--- config.mk ---
export PLATFORM = sky130hd
export DESIGN_NAME = fwd_tracker
export DESIGN_NICKNAME = d
export VERILOG_FILES = /design/src/rtl/fwd_tracker.sv
export SDC_FILE = /design/constraint.sdc
export NUM_CORES = 1
export LEC_CHECK = 0
export ABC_AREA = 0
export BUFFER_PORTS_ARGS = -buffer_cell sky130_fd_sc_hd__clkbuf_2
export CAP_MARGIN = 20
export CORE_AREA = 2 2 122 124
export CTS_CLUSTER_DIAMETER = 40
export DETAILED_ROUTE_END_ITERATION = 10
export DIE_AREA = 0 0 124 126
export PLACE_DENSITY = 0.67
export SLEW_MARGIN = 20
export SYNTH_ARGS = -nofsm -noshare
export SYNTH_HDL_FRONTEND = slang
export SYNTH_SLANG_ARGS = --single-unit
--- constraint.sdc ---
create_clock -name clk -period 5.5 [get_ports clk]
set_input_delay 1.1 -clock clk [delete_from_list [all_inputs] [get_ports clk]]
set_output_delay 1.1 -clock clk [all_outputs]
set_load 0.05 [all_outputs]
--- src/rtl/fwd_tracker.sv ---
// -----------------------------------------------------------------------------
// fwd_tracker
//   Operand-forwarding / hazard tracker for the in-order pipeline.
//   Keeps a shift-register table of the destinations of the instructions in
//   the STAGES stages after ID (entry 0 = EX, entry STAGES-1 = WB) and
//   resolves NUM_SRC source operands in ID against it every cycle.
//   Each operand takes the youngest matching producer. A producer whose value
//   has not been computed yet raises stall_o; the operand then falls back to
//   the register file. A producer in WB still forwards, because the register
//   file write lands on the same edge as the read.
//
//   Issue handshake: issue_valid_i qualifies the issue_* fields. The
//   instruction enters entry 0 only on an edge where issue_valid_i && !stall_o
//   && !flush_i && !hold_i. stall_o is the only back-pressure signal and is
//   never asserted while issue_valid_i is low.
//
// Optional feature macro: FWD_PERF_CNT_EN
//   Defined     : perf_stall_o / perf_fwd_o are saturating event counters.
//   Not defined : both ports are tied to zero and no counter flops exist.
//
// Ports
//   clk, rst        clock (rising edge), synchronous active-high reset
//   hold_i          pipeline freeze; the table keeps its contents
//   flush_i         drops the issuing instruction and the one leaving EX
//   issue_valid_i   instruction leaves ID this cycle
//   issue_we_i      it writes rd
//   issue_rd_i      its destination register
//   issue_rdy_i     first stage index whose output holds its result
//   stage_data_i    per-stage result values, slice k = stage k
//   src_addr_i      source register indices read in ID, slice s = source s
//   rf_data_i       register-file read data, slice s = source s
//   fwd_data_o      resolved operand per source
//   fwd_sel_o       0 = register file, k+1 = forwarded from stage k
//   stall_o         some operand is not available yet; ID must hold
//   perf_stall_o    stall-cycle counter
//   perf_fwd_o      forwarded-operand counter
// -----------------------------------------------------------------------------
module fwd_tracker #(
   parameter int DATA_WIDTH     = 32,
   parameter int REG_ADDR_WIDTH = 5,
   parameter int STAGES         = 3,
   parameter int NUM_SRC        = 2,
   localparam int SEL_W         = $clog2(STAGES + 1)
) (
   input  logic                             clk,
   input  logic                             rst,
   input  logic                             hold_i,
   input  logic                             flush_i,
   input  logic                             issue_valid_i,
   input  logic                             issue_we_i,
   input  logic [REG_ADDR_WIDTH-1:0]        issue_rd_i,
   input  logic [SEL_W-1:0]                 issue_rdy_i,
   input  logic [STAGES*DATA_WIDTH-1:0]     stage_data_i,
   input  logic [NUM_SRC*REG_ADDR_WIDTH-1:0] src_addr_i,
   input  logic [NUM_SRC*DATA_WIDTH-1:0]    rf_data_i,
   output logic [NUM_SRC*DATA_WIDTH-1:0]    fwd_data_o,
   output logic [NUM_SRC*SEL_W-1:0]         fwd_sel_o,
   output logic                             stall_o,
   output logic [31:0]                      perf_stall_o,
   output logic [31:0]                      perf_fwd_o
);

   // Producer table, one entry per tracked stage.
   logic [STAGES-1:0]         ent_v;
   logic [STAGES-1:0]         ent_we;
   logic [REG_ADDR_WIDTH-1:0] ent_rd  [STAGES];
   logic [SEL_W-1:0]          ent_rdy [STAGES];

   logic issue_fire;
   assign issue_fire = issue_valid_i && !stall_o && !flush_i;

   always_ff @(posedge clk) begin
      if (rst) begin
         ent_v  <= '0;
         ent_we <= '0;
         for (int k = 0; k < STAGES; k++) begin
            ent_rd[k]  <= '0;
            ent_rdy[k] <= '0;
         end
      end else if (!hold_i) begin
         for (int k = 1; k < STAGES; k++) begin
            ent_v[k]   <= ent_v[k-1];
            ent_we[k]  <= ent_we[k-1];
            ent_rd[k]  <= ent_rd[k-1];
            ent_rdy[k] <= ent_rdy[k-1];
         end
         ent_v[0]   <= issue_fire;
         ent_we[0]  <= issue_we_i;
         ent_rd[0]  <= issue_rd_i;
         ent_rdy[0] <= issue_rdy_i;
         // The instruction that was in EX is on the wrong path as well.
         if (flush_i) begin
            ent_v[1] <= 1'b0;
         end
      end
   end

   // Lookup temporaries.
   logic                      stall_any;
   logic                      hit;
   logic [SEL_W-1:0]          hit_age;
   logic [SEL_W-1:0]          hit_sel;
   logic [SEL_W-1:0]          hit_rdy;
   logic [DATA_WIDTH-1:0]     hit_data;
   logic [REG_ADDR_WIDTH-1:0] src;

   always_comb begin
      stall_any  = 1'b0;
      fwd_sel_o  = '0;
      fwd_data_o = rf_data_i;
      hit        = 1'b0;
      hit_age    = '0;
      hit_sel    = '0;
      hit_rdy    = '0;
      hit_data   = '0;
      src        = '0;
      for (int s = 0; s < NUM_SRC; s++) begin
         src      = src_addr_i[s*REG_ADDR_WIDTH +: REG_ADDR_WIDTH];
         hit      = 1'b0;
         hit_age  = '0;
         hit_sel  = '0;
         hit_rdy  = '0;
         hit_data = '0;
         // Scan oldest to youngest so the youngest match overwrites.
         for (int k = STAGES - 1; k >= 0; k--) begin
            if (ent_v[k] && ent_we[k] && (ent_rd[k] == src) && (src != '0)) begin
               hit      = 1'b1;
               hit_age  = SEL_W'(k);
               hit_sel  = SEL_W'(k + 1);
               hit_rdy  = ent_rdy[k];
               hit_data = stage_data_i[k*DATA_WIDTH +: DATA_WIDTH];
            end
         end
         if (hit) begin
            if (hit_age >= hit_rdy) begin
               fwd_sel_o[s*SEL_W +: SEL_W]           = hit_sel;
               fwd_data_o[s*DATA_WIDTH +: DATA_WIDTH] = hit_data;
            end else begin
               stall_any = 1'b1;
            end
         end
      end
   end

   assign stall_o = issue_valid_i && stall_any;

`ifdef FWD_PERF_CNT_EN
   logic [31:0] perf_stall_q;
   logic [31:0] perf_fwd_q;
   logic [32:0] fwd_sum;

   // Running total plus this cycle's forwarded operands, one bit wider so
   // saturation can be detected.
   always_comb begin
      fwd_sum = {1'b0, perf_fwd_q};
      for (int s = 0; s < NUM_SRC; s++) begin
         if (fwd_sel_o[s*SEL_W +: SEL_W] != '0) begin
            fwd_sum = fwd_sum + 33'd1;
         end
      end
   end

   always_ff @(posedge clk) begin
      if (rst) begin
         perf_stall_q <= '0;
         perf_fwd_q   <= '0;
      end else begin
         if (stall_o && !hold_i && (perf_stall_q != 32'hFFFF_FFFF)) begin
            perf_stall_q <= perf_stall_q + 32'd1;
         end
         if (issue_valid_i && !stall_o && !hold_i) begin
            perf_fwd_q <= fwd_sum[32] ? 32'hFFFF_FFFF : fwd_sum[31:0];
         end
      end
   end

   assign perf_stall_o = perf_stall_q;
   assign perf_fwd_o   = perf_fwd_q;
`else
   assign perf_stall_o = '0;
   assign perf_fwd_o   = '0;
`endif

endmodule

==> Yosys cells after proc, flatten, opt, wreduce, memory -nomap -nowiden <==
Memory sizes are Yosys's and may differ from the RTL's.
Index checks and enable logic that the tools add are counted.
{ "word_totals": {"ff_bits": 6, "input_bits": 183, "latchBits": 0, "mem_bits_ro": 0, "memories": 2, "output_inout_bits": 133, "ram_bits": 21} }
{ "memory_table": {"columns": ["memory", "depth", "width", "rd", "rd_ports_with_merged_regs", "write_ports", "line_no", "rtl"], "rows": [
  ["ent_rd", 3, 5, 3, 0, 3, "66", "logic [REG_ADDR_WIDTH-1:0] ent_rd [STAGES];"],
  ["ent_rdy", 3, 2, 3, 0, 3, "67", "logic [SEL_W-1:0] ent_rdy [STAGES];"]
]} }
{ "classes": {"add_sub_neg": 0, "shifts": 0, "reduce_logical": 22, "bitwise_logic": 6, "mul": 0, "muxes": 54, "magnitude_cmp": 2, "eq_ne": 6, "n_div": 0} }
{ "ops": {"columns": ["cell", "n"], "rows": [
  ["32-bit 2-to-1 mux", 10],
  ["2-bit 2-to-1 mux", 25],
  ["5-bit equality test", 6],
  ["1-bit logical AND", 18],
  ["1-bit 2-to-1 mux", 16],
  ["5-bit 2-to-1 mux", 3],
  ["5-bit nonzero test", 2],
  ["1-bit OR", 6],
  ["2-bit greater-or-equal comparator", 2],
  ["1-bit zero test", 2]
]} }

==> Longest topological paths before layout <==
Gate-level depths: netlist (run 1).
An unclocked memory read counts as a cell.
{ "depth": {"ltp_word": 16, "depth_mapped": 16} }

==> Worst setup path before layout (run 1) <==
Ideal clock, no wire load.
{ "synth_timing": {"path_type": "input port to output port", "from": "input port src_addr_i[6]", "to": "output port fwd_data_o[55]", "path_stages": 13, "t_required_ps": 4400, "slack_ps": -214, "arrival_time_ps": 4614, "path_cell_list": "buf_4 > inv_1 > a222oi_1 > nor4bb_4 > clkbuf_1 > a311o_1 > o21ai_0 > ha_1 > a21oi_1 > inv_1 > o31ai_4 > buf_6 > o31ai_1"} }
{ "synth_between": {"elab_chain_len": 9, "elab_cells_between_ends": 25} }
{ "synth_rtl": {"columns": ["element", "line_no", "rtl"], "rows": [
  ["start: declaration", "54", "input logic [NUM_SRC*REG_ADDR_WIDTH-1:0] src_addr_i,"],
  ["5-bit equality test", "126", "if (ent_v[k] && ent_we[k] && (ent_rd[k] == src) && (src != '0)) begin"],
  ["1-bit logical AND (2 in a row)", "126", null],
  ["2-bit 2-to-1 mux (3 in a row)", "126", null],
  ["2-bit greater-or-equal comparator", "135", "if (hit_age >= hit_rdy) begin"],
  ["32-bit 2-to-1 mux", "135", null],
  ["32-bit 2-to-1 mux *", "134", "if (hit) begin"],
  ["end: declaration", "56", "output logic [NUM_SRC*DATA_WIDTH-1:0] fwd_data_o,"]
]} }
Mark *: on every way between the ends. The rest lies on a longest branch, timed or not.

==> Worst setup path after layout (run 1) <==
{ "layout_timing": {"from": "input port src_addr_i[6]", "to": "output port fwd_data_o[54]"} }
Same word-level chain as after synthesis.

==> impl_metrics.tcl, run 1 <==
set metrics [dict create \
    antenna_found_initial 0 \
    dpl_cell_area_um2 6230 \
    fin_crit_ns 5.33 \
    reg2reg_depth 11 \
    synth_area_leaders "edfxtp_1, buf_4, a311oi_1" \
    yosysWarnings 0 \
    finalCritPeriodShare 0.970 \
    synthCells 653 \
    dp.cells 1054 \
    async_flop_share 0 \
    stdcell_area_um2 6490 \
    numCtsBuffers 3 \
    max-vdd-ir-drop_mv 0.213 \
    finalWirelength_mm 18.2 \
    crit_arrival_ns 4.23 \
    utilization 0.454 \
    antenna_cells 0 \
    area_delta_synth_final_pct 44.4 \
    grt_usage 0.208 \
    synthDistinctLibCells 45 \
    worst-r2r-setup-slack_ns 2.48 \
    hpwl_mm 13.4 \
    rows 44 \
    start_util 0.314 \
    final_nets 1064 \
    remaining_drc_errors 0 \
    max_stage_delay_ns 0.45 \
    hp-class "register to register" \
    drive_gt1_frac 0.386 \
    min_from "ent_we[2]$_SDFFE_PP0N_" \
    path_clk_slew_ns 0.06 \
    drtAntennaViolNets 0 \
    clock-sinks 27 \
    fmax_mhz 187 \
    wl_per_cell_um 17.1 \
    holdBufCountCts 0 \
    fp.dieW_um 124 \
    syn_area_um2 4500 \
    synth_edf_count 21 \
    core-area_um2 14300 \
    cts-htree-levels 1 \
    grt_max_degree 65 \
    critPathMaxFanout 25 \
    power.density_nw_per_um2 132 \
    yosysMostFrequentCell "nor2_1" \
    cap_violations 0 \
    cp_cell_sequence "clkbuf_2 > inv_1 > a222oi_1 > buf_4 > nor4bb_4 > buf_4 > nor2_1 > ha_1 > a21oi_1 > inv_1 > o31ai_4 > buf_12 > o31ai_1 > buf_12" \
    startpoint_type "input pin" \
    synth_top_area_share 0.140 \
    end_kind "output port" \
    grt_pass1_vias 5091 \
    skew_ns 0.00328 \
    outcome "complete, no violations" \
    fin_hold_ws_ns 0.515 \
    cts_buffer_depth 2 \
    synth_top_area_cell "edfxtp_1" \
    fill_cells 1492 \
    first_pass_iters 5 \
    leakage_nw 2.68 \
    fin_cells 1060 \
    vias 5701 \
    crit_slowest_cell "a222oi_1" \
    finalSetupViolCount 0 \
    clock_latency_ns 0.26 \
    worstMarginPinSlew_ns 1.04 \
    drt_iter0_markers 471 \
    synth_ff_type "edfxtp_1" \
    die_h_um 126 \
    synth-seq-cells 27 \
    worstSetupPathType "input pin to output port" \
    ctsRootBufferMaster "clkbuf_16" \
    final_hold_viol_count 0 \
    cts_setup_buffers 0 \
    slew-limit-headroom 0.307 \
    hold_path_end "ent_we[2]$_SDFFE_PP0N_" \
    crit_required_ns 4.40 \
    cts_tree "yes" \
    io_pins 316 \
    overflow 0 \
    tns_ns 0 \
    drv_slew 0 \
    via_per_inst 5.38 \
    grt_pass1_wl_mm 25.9 \
    globalplace.congestion 0.942 \
    dieArea_um2 15600 \
    r2r-start "ent_rd[0][4]$_SDFFCE_PN0P_" \
    seq_area_frac_synth 0.167 \
    r2r_end "ent_v[0]$_SDFFE_PP0N_" \
    io_buffers 251 \
    hold_depth 2 \
    avgSynthCellArea_um2 6.89 \
    synthTopCellsByCount "nor2_1, nand2_1, buf_4, nor3_1, clkbuf_1" \
]
==> logic make-up (layout without fill, tap and decap cells) <==
logic type / count (synthesis) / after routing / share of synthesized area
compound gates: 150 / 150 / 0.235
xor+xnor: 27 / 27 / 0.0526
fa+ha+maj: 4 / 4 / 0.0111
buf+inv: 135 / 295 / 0.193
flops: 27 / 27 / 0.167
mux: 5 / 5 / 0.0111
other cells: 1 / 64 / 0.000834
simple gates: 304 / 304 / 0.329
==> worst max-delay path by stage <==
stage	slack, ns	end	depth (start not counted)	from
6_report	0.17	fwd_data_o[54]	14	src_addr_i[6]
3_5_place_dp	0.08	fwd_data_o[22]	16	src_addr_i[0]
2_1_floorplan	-0.21	fwd_data_o[55]	13	src_addr_i[6]
3_3_place_gp	0.17	fwd_data_o[0]	15	src_addr_i[0]
5_1_grt	-0.02	fwd_data_o[28]	16	src_addr_i[0]
4_1_cts	0.07	fwd_data_o[22]	16	src_addr_i[0]
==> per-stage QoR <==
stage,setup WS (ns),power [W]
6_report,0.166,0.000860
5_1_grt,-0.0152,0.000897
4_1_cts,0.0740,0.000853
3_5_place_dp,0.0822,0.000690
3_3_place_gp,0.174,0.000686
2_1_floorplan,-0.214,0.000563
==> final cells by class <==
| type | count | area [um2] | share of cell area |
|---|---|---|---|
| clock buffer | 3 | 75.1 | 0.0116 |
| timing repair buffer | 283 | 1960 | 0.302 |
| clock inverter | 1 | 5.00 | 0.000771 |
| multi-input combinational | 554 | 3440 | 0.530 |
| inverter | 8 | 30.0 | 0.00463 |
| tap | 184 | 230 | 0.0355 |
| sequential | 27 | 751 | 0.116 |
==> critical path, delay by kind of cell <==
kind            cells  cell delay (ns)
simple gates        2             0.50
fa+ha+maj           1             0.27
buf+inv             7             1.28
compound gates      4             1.07
==> where the power goes <==
group / total (W) / internal, W / switching, W
registers: 0.000245 / 0.000233 / 0.0000112
logic: 0.000453 / 0.000144 / 0.000309
clock network: 0.000163 / 0.0000980 / 0.0000646
total: 0.000860 / 0.000475 / 0.000385
==> routing by layer <==
layer / GRT usage / wire [um] / share of wire
met5: 0 / 0 / 0
met1: 0.258 / 7200 / 0.40
met3: 0.0231 / 1180 / 0.065
met4: 0.0668 / 505 / 0.028
met2: 0.370 / 9260 / 0.51
==> cells in the final DEF (no fill, tap or decap), drive strengths merged, types with 21 or more instances in the layout <==
| cell | Yosys | final |
|---|---|---|
| a311oi | 33 | 33 |
| nand3 | 35 | 35 |
| nor4 | 35 | 35 |
| edfxtp | 21 | 21 |
| buf | 85 | 68 |
| nor3 | 46 | 46 |
| xnor2 | 21 | 21 |
| a31oi | 32 | 32 |
| a21oi | 38 | 38 |
| conb | 1 | 64 |
| and2 | 22 | 22 |
| o31ai | 33 | 33 |
| nor2 | 78 | 78 |
| nand2 | 73 | 73 |
| clkbuf | 42 | 218 |
==> sequential cells by signal, summed over array words and instances, names as in the netlist <==
register / cells
ent_we: 3
ent_rd: 15
ent_rdy: 6
ent_v: 3
==> what timing repair did <==
action / CTS / global route
hold endpoints to repair: 0 / 0
setup endpoints to repair: 0 / 33
gates resized for setup: 0 / 61
Power figures use the tool's default switching activity.
==> run 2: changes to the inputs <==
- RECOVER_POWER: not set -> 100
==> run 2 against run 1 <==
Net effect:
- sequential cell count did not move
- non-clock buffer count unchanged
- sequential power hardly changed
- clock power hardly changed
- die area did not move
- clock skew about the same
- highest routed layer unchanged
- critical endpoint is now fwd_data_o[28]
- critical path type unchanged
- largest cell class unchanged
- cell count unchanged
- first-iteration DRC count down 3.4%
==> impl_metrics.tcl, run 2 (synthesis results as in run 1) <==
set metrics [dict create \
    cts_tree "yes" \
    cap_violations 0 \
    grt_max_degree 65 \
    power.density_nw_per_um2 133 \
    finalSetupViolCount 0 \
    min_from "ent_we[2]$_SDFFE_PP0N_" \
    globalplace.congestion 0.942 \
    fmax_mhz 187 \
    via_per_inst 5.39 \
    core-area_um2 14300 \
    cp_cell_sequence "clkbuf_2 > or4_4 > o211a_1 > and3_1 > nor2b_1 > a221oi_2 > a21oi_1 > ha_1 > nand2b_1 > a21oi_2 > inv_1 > o31a_4 > buf_8 > nor2_1 > a31oi_4 > buf_12" \
    final_hold_viol_count 0 \
    io_pins 316 \
    path_clk_slew_ns 0.06 \
    power_switching_w 0.000384 \
    crit_slowest_cell "or4_4" \
    antenna_found_initial 0 \
    worstSetupPathType "input pin to output port" \
    outcome "complete, no violations" \
    final_nets 1064 \
    vias 5714 \
    ctsRootBufferMaster "clkbuf_16" \
    drv_slew 0 \
    crit_required_ns 4.40 \
    first_pass_iters 5 \
    grt_pass1_vias 5091 \
    final_cell_mix "clkbuf_2, nor2_1, nand2_1" \
    max_stage_delay_ns 0.55 \
    max-vdd-ir-drop_mv 0.213 \
    clock_latency_ns 0.26 \
    hp-class "register to register" \
    drt_iter0_markers 455 \
    critPathMaxFanout 23 \
    power_frac_comb 0.522 \
    reg_top3 "ent_rd (15), ent_rdy (6)" \
    overflow 0 \
    fin_hold_ws_ns 0.514 \
    final_common_cell "clkbuf_2" \
    internal-power_w 0.000469 \
    io_buffers 251 \
    dp.cells 1054 \
    area_delta_synth_final_pct 42.3 \
    drtAntennaViolNets 0 \
    grt_pass1_wl_mm 25.9 \
    r2r-start "ent_rd[0][4]$_SDFFCE_PN0P_" \
    skew_ns 0.00333 \
    tns_ns 0 \
    utilization 0.447 \
    dieArea_um2 15600 \
    largest_reg_flops 15 \
    grt_usage 0.208 \
    die_h_um 126 \
    path_buf_inv 4 \
    remaining_drc_errors 0 \
    cp-startpoint "src_addr_i[0]" \
    clock_power_share 0.191 \
    cts_buffer_depth 2 \
    worstMarginPinSlew_ns 1.04 \
    numCtsBuffers 3 \
    leakage_nw 2.62 \
    crit_arrival_ns 4.24 \
    clock-sinks 27 \
    fin_ws_ns 0.162 \
    cp_top_family "simple AND/OR/NAND/NOR gates" \
    switching_share 0.451 \
    finalWirelength_mm 18.2 \
    rows 44 \
    end_kind "output port" \
    fin_crit_ns 5.34 \
    startpoint_type "input pin" \
    antenna_cells 0 \
    finalCritPeriodShare 0.971 \
    start_util 0.314 \
    max_flop_register "ent_rd" \
    cts-htree-levels 1 \
    slew-limit-headroom 0.308 \
    dp_worst_setup_slack_ns 0.0822 \
    hpwl_mm 13.4 \
    pwr-share-seq 0.287 \
    holdBufCountCts 0 \
    drive_gt1_frac 0.381 \
    fp.dieW_um 124 \
    wl_per_cell_um 17.1 \
    fin_cells 1060 \
]
-- run 2: repair_timing --
action                                  in CTS  in global routing
endpoints found under the hold margin        0                  0
resized for setup                            0                 61
endpoints found under the setup margin       0                 33
setup buffers                                0                  0
-- run 2: routing by layer --
layer	vias to the layer above	wire [um]	global-route usage
met5	-	0	0
met4	0	522	0.0668
met3	44	1260	0.0231
met2	312	9240	0.370
met1	2643	7140	0.258
li1	2715	-	-
-- run 2: final cells by class --
cell class | instances | area, um2
clock buffer | 3 | 75.1
clock inverter | 1 | 5.00
fill | 1516 | 7910
inverter | 8 | 30.0
multi-input combinational | 554 | 3440
sequential | 27 | 751
tap | 184 | 230
timing repair buffer | 283 | 1870
-- run 2: power groups by stage --
| stage | sequential (W) | clock (W) | combinational [W] |
|---|---|---|---|
| after floorplan | 0.000245 | 0 | 0.000318 |
| after global placement | 0.000248 | 0 | 0.000438 |
| after detailed placement | 0.000249 | 0 | 0.000441 |
| after CTS | 0.000244 | 0.000166 | 0.000442 |
| after global routing | 0.000246 | 0.000173 | 0.000470 |
| final | 0.000245 | 0.000163 | 0.000445 |
-- run 2: final timing paths --
kind                            endpoint  slack (ns)  depth (start not counted)
setup / recovery          fwd_data_o[28]        0.16                         16
hold / removal    ent_we[2]$_SDFFE_PP0N_        0.51                          2
setup reg to reg   ent_v[0]$_SDFFE_PP0N_        2.49                         11
hold reg to reg   ent_we[2]$_SDFFE_PP0N_        0.51                          2
-- run 2: worst min-delay path, delay by kind of cell, from the launching register on --
kind	cells	cell delay (ns)
flops	1	0.34
simple gates	1	0.07
mux	1	0.07
-- run 2: through the flow --
stage / power (W) / instance area [um2]
final: 0.000853 / 6400
after global routing: 0.000889 / 6400
after CTS: 0.000853 / 6310
after detailed placement: 0.000690 / 6230
after global placement: 0.000686 / 6230
after floorplan: 0.000563 / 4930
==> run 3: changes to the inputs <==
- CTS_BUF_LIST: not set -> sky130_fd_sc_hd__clkbuf_8
==> run 3 against run 2 <==
Net effect:
- worst setup slack better by 0.011 ns
- via count decreased by 0.44%
- fmax is 0.20% higher
- clock power down 30%
- critical endpoint is now fwd_data_o[61]
==> impl_metrics.tcl, run 3 (synthesis results as in run 1) <==
set metrics [dict create \
    max_flop_register "ent_rd" \
    drive_gt1_frac 0.382 \
    r2r-start "ent_rd[0][4]$_SDFFCE_PN0P_" \
    core-area_um2 14300 \
    hold_path_end "ent_we[2]$_SDFFE_PP0N_" \
    drt_iter0_markers 531 \
    hold_depth 2 \
    overflow 0 \
    holdBufCountCts 0 \
    tns_ns 0 \
    slew-limit-headroom 0.313 \
    path_clk_slew_ns 0.09 \
    final_cell_mix "clkbuf_2, nor2_1, nand2_1" \
    reg2reg_depth 11 \
    outcome "complete, no violations" \
    startpoint_type "input pin" \
    crit_required_ns 4.40 \
    skew_ns 0.00339 \
    power.density_nw_per_um2 126 \
    cap_violations 0 \
    cts-htree-levels 1 \
    fp.dieW_um 124 \
    fin_crit_ns 5.33 \
    finalCritPeriodShare 0.969 \
    leakage_nw 2.61 \
    antenna_found_initial 0 \
    rows 44 \
    fin_hold_ws_ns 0.522 \
    dp_worst_setup_slack_ns 0.0822 \
    final_common_cell "clkbuf_2" \
    min_from "ent_we[2]$_SDFFE_PP0N_" \
    stdcell_area_um2 6380 \
    hp-class "register to register" \
    antenna_cells 0 \
    io_pins 316 \
    critPathMaxFanout 25 \
    reg_top3 "ent_rd (15), ent_rdy (6)" \
    fmax_mhz 188 \
    utilization 0.446 \
    max_stage_delay_ns 0.45 \
    finalSetupViolCount 0 \
    start_util 0.314 \
    worstSetupPathType "input pin to output port" \
    vias 5689 \
    globalplace.congestion 0.942 \
    io_buffers 251 \
    ctsRootBufferMaster "clkbuf_8" \
    final_nets 1064 \
    cp_cell_sequence "clkbuf_2 > inv_1 > a222oi_1 > buf_4 > nor4bb_4 > buf_4 > nor2_1 > ha_1 > a21oi_1 > inv_1 > o31ai_4 > buf_12 > o31ai_1 > clkbuf_2" \
    worstMarginPinSlew_ns 1.03 \
    grt_usage 0.208 \
    largest_reg_flops 15 \
    area_delta_synth_final_pct 42.0 \
    cts_buffer_depth 2 \
    crit_arrival_ns 4.23 \
    final_hold_viol_count 0 \
    r2r_end "ent_v[0]$_SDFFE_PP0N_" \
    remaining_drc_errors 0 \
    clock-sinks 27 \
    drtAntennaViolNets 0 \
    grt_pass1_vias 5053 \
    drv_slew 0 \
    numCtsBuffers 3 \
    grt_pass1_wl_mm 25.9 \
    worst-r2r-setup-slack_ns 2.50 \
    wl_per_cell_um 17.1 \
    hpwl_mm 13.4 \
    via_per_inst 5.37 \
    first_pass_iters 5 \
    grt_max_degree 65 \
    dpl_cell_area_um2 6230 \
    max-vdd-ir-drop_mv 0.200 \
    dieArea_um2 15600 \
    crit_slowest_cell "a222oi_1" \
    die_h_um 126 \
    finalWirelength_mm 18.1 \
    clock_latency_ns 0.28 \
    fin_ws_ns 0.172 \
    end_kind "output port" \
    cts_tree "yes" \
]
[run 3: changes by cell type in the layout (fill, tap and decap cells not counted)]
cell       previous run  this run
clkbuf_8              3         6
o31ai_2               0         1
buf_4                31        30
o31ai_1              32        31
clkbuf_16             3         0
buf_12               20        21
[run 3: worst max path at each step]
| stage | start | endpoint | slack (ns) | cells past startpoint |
|---|---|---|---|---|
| after floorplan | src_addr_i[6] | fwd_data_o[55] | -0.21 | 13 |
| after global placement | src_addr_i[0] | fwd_data_o[0] | 0.17 | 15 |
| after detailed placement | src_addr_i[0] | fwd_data_o[22] | 0.08 | 16 |
| after CTS | src_addr_i[0] | fwd_data_o[22] | 0.07 | 16 |
| after global routing | src_addr_i[0] | fwd_data_o[28] | -0.02 | 16 |
| final | src_addr_i[6] | fwd_data_o[61] | 0.17 | 14 |
[run 3: layer usage]
metal | track usage | up-vias | wire length [um]
li1 | - | 2716 | -
met1 | 0.257 | 2609 | 7010
met2 | 0.368 | 323 | 9180
met3 | 0.0258 | 41 | 1370
met4 | 0.0707 | 0 | 550
met5 | 0 | - | 0
[run 3: stage by stage]
stage | std cells | power [W]
floorplan | 716 | 0.000563
global placement | 1054 | 0.000686
detailed placement | 1054 | 0.000690
CTS | 1058 | 0.000802
global route | 1060 | 0.000839
finish | 1060 | 0.000805
[run 3: area by class of cell]
class	instances	area, um2
Clock buffer	3	41.3
Fill cell	1520	7930
Inverter	8	30.0
Clock inverter	1	5.00
Tap cell	184	230
Multi-Input combinational cell	554	3440
Sequential cell	27	751
Timing Repair Buffer	283	1880
[run 3: where the power goes]
part | switching (W) | internal, W | total (W)
Combinational | 0.000308 | 0.000138 | 0.000447
Sequential | 0.0000113 | 0.000233 | 0.000244
Clock | 0.0000629 | 0.0000510 | 0.000114
Total | 0.000383 | 0.000422 | 0.000805
[run 3: critical path, delay by kind of cell]
family	cells	cell delay [ns]
compound gates	4	0.94
fa+ha+maj	1	0.27
buf+inv	7	1.41
simple gates	2	0.49
[run 3: timing repair]
item	in CTS	in global routing
gates resized for setup	0	62
setup endpoints to repair	0	34
setup buffers	0	0
